[src/rtl/prio_arbiter_4.sv]
// Four-requester arbiter with a registered one-hot grant, encoded index and hold timeout.
// Define ROUND_ROBIN_EN for rotating priority; otherwise fixed priority 3>2>1>0.
module prio_arbiter_4 #(
    parameter int MAX_HOLD = 8,
    parameter int CNT_W    = 4
) (
    input  logic       clk,
    input  logic       rst_n,
    input  logic [3:0] req,
    output logic [3:0] gnt,
    output logic [1:0] gnt_id,
    output logic       busy,
    output logic       timeout
);

    typedef enum logic {
        IDLE = 1'b0,
        BUSY = 1'b1
    } state_t;

    localparam logic [CNT_W-1:0] MAX_HOLD_C = CNT_W'(MAX_HOLD);
    localparam logic [CNT_W-1:0] CNT_ONE    = CNT_W'(1);

    state_t           state_reg, state_next;
    logic [3:0]       gnt_reg, gnt_next;
    logic [1:0]       gnt_id_reg, gnt_id_next;
    logic [CNT_W-1:0] cnt_reg, cnt_next;
    logic             timeout_reg, timeout_next;
    logic [1:0]       win_id;

`ifdef ROUND_ROBIN_EN
    logic [1:0] ptr_reg, ptr_next;
    logic [3:0] rot_req;
    logic [1:0] win_offset;

    // rot_req[gi] is the request gi steps below the pointer, so bit 0 is the current favourite.
    generate
        for (genvar gi = 0; gi < 4; gi++) begin : g_rot
            assign rot_req[gi] = req[ptr_reg - 2'(gi)];
        end
    endgenerate

    always_comb begin
        win_offset = 2'd3;
        if (rot_req[0])      win_offset = 2'd0;
        else if (rot_req[1]) win_offset = 2'd1;
        else if (rot_req[2]) win_offset = 2'd2;
        win_id = ptr_reg - win_offset;
    end
`else
    always_comb begin
        win_id = 2'd0;
        if (req[3])      win_id = 2'd3;
        else if (req[2]) win_id = 2'd2;
        else if (req[1]) win_id = 2'd1;
    end
`endif

    always_comb begin
        state_next   = state_reg;
        gnt_next     = gnt_reg;
        gnt_id_next  = gnt_id_reg;
        cnt_next     = cnt_reg;
        timeout_next = 1'b0;
`ifdef ROUND_ROBIN_EN
        ptr_next     = ptr_reg;
`endif
        case (state_reg)
            IDLE: begin
                if (|req) begin
                    state_next  = BUSY;
                    gnt_next    = 4'b0001 << win_id;
                    gnt_id_next = win_id;
                    cnt_next    = CNT_ONE;
                end
            end
            BUSY: begin
                if (!req[gnt_id_reg] || (MAX_HOLD != 0 && cnt_reg == MAX_HOLD_C)) begin
                    state_next   = IDLE;
                    gnt_next     = 4'b0000;
                    gnt_id_next  = 2'd0;
                    cnt_next     = '0;
                    // A release by the owner takes precedence over the timeout pulse.
                    timeout_next = req[gnt_id_reg];
`ifdef ROUND_ROBIN_EN
                    ptr_next     = gnt_id_reg - 2'd1;
`endif
                end else begin
                    cnt_next = cnt_reg + CNT_ONE;
                end
            end
            default: begin
                state_next  = IDLE;
                gnt_next    = 4'b0000;
                gnt_id_next = 2'd0;
                cnt_next    = '0;
            end
        endcase
    end

    always_ff @(posedge clk) begin
        if (!rst_n) begin
            state_reg   <= IDLE;
            gnt_reg     <= 4'b0000;
            gnt_id_reg  <= 2'd0;
            cnt_reg     <= '0;
            timeout_reg <= 1'b0;
`ifdef ROUND_ROBIN_EN
            ptr_reg     <= 2'd3;
`endif
        end else begin
            state_reg   <= state_next;
            gnt_reg     <= gnt_next;
            gnt_id_reg  <= gnt_id_next;
            cnt_reg     <= cnt_next;
            timeout_reg <= timeout_next;
`ifdef ROUND_ROBIN_EN
            ptr_reg     <= ptr_next;
`endif
        end
    end

    assign gnt     = gnt_reg;
    assign gnt_id  = gnt_id_reg;
    assign busy    = (state_reg == BUSY);
    assign timeout = timeout_reg;

endmodule

[config.mk]
export PLATFORM = sky130hd
export DESIGN_NAME = prio_arbiter_4
export DESIGN_NICKNAME = d
export VERILOG_FILES = /design/src/rtl/prio_arbiter_4.sv
export SDC_FILE = /design/constraint.sdc
export NUM_CORES = 1
export LEC_CHECK = 0
export ABC_CLOCK_PERIOD_IN_PS = 1500
export BUFFER_PORTS_ARGS = -buffer_cell sky130_fd_sc_hd__buf_2
export CORE_UTILIZATION = 35
export CTS_CLUSTER_SIZE = 14
export DETAILED_ROUTE_END_ITERATION = 6
export PLACE_DENSITY_LB_ADDON = 0.1
export SLEW_MARGIN = 10
export SYNTH_ARGS = -nofsm -noshare
export SYNTH_HDL_FRONTEND = slang
export SYNTH_SLANG_ARGS = --single-unit
[constraint.sdc]
create_clock -name clk -period 1.5 [get_ports clk]
set_clock_uncertainty 0.2 [all_clocks]
set_input_delay 0.3 -clock clk [delete_from_list [all_inputs] [get_ports clk]]
set_output_delay 0.3 -clock clk [all_outputs]
set_load 0.01 [all_outputs]
==> summary.md <==
| Metric | Value |
|---|---|
| Status | finished, violations left |
| Failing checks | negative setup slack |
| #FFs+latches synth | 12 |
| Post-layout util | 50.68% |
| RSZ-0062 raised after global routing | yes |
| Minimum clock period after layout | 1.506 ns |
| PwrDens | 845.0 nW/um^2 |
| Initial Util | 37.99% |
| Clock-pin slew on the worst setup and hold paths | 0.07 ns |
| IO Pins | 14 |
| Final WS setup | -0.006373 ns |
| DR vias | 622 |
| CTS sink count | 12 |
| Share of layout cells above drive strength 1 | 37.62% |
| Setup Crit Path Kind | flop to flop |
| Critical Path AT | 1.47 ns |
| Post-Syn Area | 663.1 um^2 |
| Max Cap Viol | 0 |
| # DRC | 0 |
| Worst min-delay path class | input pin to flop |
| Routability congestion estimate | 0.7299 |
| Final Hold Viols | 0 |
| Post-layout net count | 111 |
| CTS Buffer Depth | 2 |
| Register-to-register setup slack | -0.006 ns |
| Site Rows | 15 |
| Antenna viol nets, final | 0 |
| CTS tree | yes |
| Reg2Reg Depth | 4 |
| Critical Path RT | 1.46 ns |
| Worst Min Path Start | req[1] |
| M3 GR Usage | 5.952% |
| WHS Path Cells | 3 |
| Beginning of the worst register-to-register path | gnt_id[1] |
| DR WL/cell | 12.19 um |
| Grt met2 use | 24.29% |
| Largest net degree at the start of global routing | 9 |
| Synth cell types | 37 |
| Leak | 0.3797 nW |
| Die footprint | 2073 um^2 |
| Fmax | 663.8 MHz |
| Clk_lat worst skew | 0.28 ns |
| Routing usage on met1 | 25.12% |
| Slew at the pin closest to its max-slew limit | 0.3978 ns |
| Mean Syn Cell Area | 8.842 um^2 |
| First-pass GRT wire length | 2525 um |
| I/O Buffers | 13 |
| Count of final max-slew check failures | 0 |
| Crit start category | flop |
| Max VDD drop | 0.6061 mV |
| Iteration-0 DRC count of the detailed router | 11 |
| Core Footprint | 1745 um^2 |
| Final instance area | 884.6 um^2 |
| Worst Setup SP | gnt_id[1] |
| CP Max Fanout | 4 |
| GRT Overall Usage | 17.52% |
| Synth top area share | 36.23% |
| Final WL | 1536 um |
| Total gr overflow | 0 |
| H-tree levels | 1 |
| Synth Instances | 75 |
| Final worst-path cycle share | 100.4% |
| GRT Max-Usage Layer | met1 |
| Syn_nets | 83 |
| Setup violators final | 1 |
| Synth warnings | 0 |
| DP Wirelength | 1165 um |
| Chip Width | 45.53 um |
| Register area share after synthesis | 36.23% |
| DRT Pass-1 Iters | 4 |
| Hold path endpoint | gnt[1] |
| Dpl cell area | 830.8 um^2 |
| CTS Hold Bufs | 0 |
| Area leader, netlist | dfxtp_1 |
| Setup_tns | -0.006373 ns |
| Top post-synthesis cells by area | dfxtp_1 36%, a21oi_1 5.3%, nand2_1 4.0% |
| Commonest non-fill, non-tap cells in the layout | 13 x buf_2, 13 x buf_4, 10 x dfxtp_1 |
| Slew Limit Headroom | 73.23% |
| Vias in the first global route | 548 |
| Vias per cell | 4.937 |
| R2R Path End | gnt_id[0] |
| Num CTS Buffers | 3 |
| Diode count | 0 |
| CP Capture Type | flop |
| CTS Root Cell | clkbuf_4 |
| Initial antenna violation count | 0 |
| Area grow syn2layout | 33.40% |
| Hold slack | 0.1876 ns |
| Die Ht | 45.53 um |
per-layer routing:
metal,up-vias,share of wire (%)
li1,331,-
met1,273,52
met2,16,42
met3,2,5.2
met4,0,0.59
met5,-,0
metrics by stage:
step	power, mW	cells	setup slack, ns
floorplan	0.4646	75	0.06260
global placement	0.5351	122	-0.05106
detailed placement	0.5348	122	-0.03011
CTS	0.7476	126	0.01438
global route	0.7947	126	-0.04238
finish	0.7475	126	-0.006373
worst max-delay path: stages, from the launching register on:
cell	delay, ns
dfxtp_4	0.39
mux2i_4	0.28
o22ai_2	0.13
o21a_1	0.16
a32o_1	0.24
power breakdown:
group | internal (mW) | switching (mW)
Sequential | 0.336 | 0.0173
Clock | 0.0931 | 0.111
Combinational | 0.0935 | 0.0966
Total | 0.523 | 0.225
cell families (layout without fill, tap and decap cells):
family / Yosys count / count (layout) / share of synthesized area (%)
AOI/OAI and AO/OA: 27 / 27 / 29.25
adders and majority gates: 2 / 2 / 3.773
buffers and inverters: 8 / 34 / 6.415
DFF: 12 / 12 / 36.23
muxes: 2 / 2 / 3.584
and+or+nand+nor: 24 / 24 / 20.76
what timing repair did:
action / 4_1_cts / 5_1_grt
pin swaps: 0 / 3
setup endpoints to repair: 2 / 6
setup buffers: 1 / 0
resized for setup: 3 / 1
layout make-up:
cell class                 instances  area (um^2)
fill                             174        860.8
inverter                           5        18.77
multi-input combinational         55        404.1
timing repair buffer              26        162.7
sequential                        12        245.2
clock buffer                       3        22.52
tap                               25        31.28
worst max path at each step:
stage,endpoint,slack [ns],depth (start not counted)
after floorplan,gnt_id[0],0.06,4
after global placement,gnt_id[0],-0.05,5
after detailed placement,gnt_id[0],-0.03,5
after CTS,gnt_id[0],0.01,4
after global routing,gnt_id[0],-0.04,4
final,gnt_id[0],-0.006,4
synth_stat cells (all sizes together):
cell    instances
o21a            2
o211ai          1
nor4            3
mux2i           2
inv             5
buf             3
or3             1
a31oi           2
and3            1
o22ai           2
dfxtp          12
o31ai           1
o21bai          3
nand2           7
ha              2
nand3b          1
a21oi           7
nor3b           2
a21o            1
nand4           1
nor2            3
nand3           1
a32o            1
a211oi          1
nor3            1
o211a           1
nor2b           1
o21ai           4
o32ai           1
nand2b          2
(Power assumes the default switching activity.)
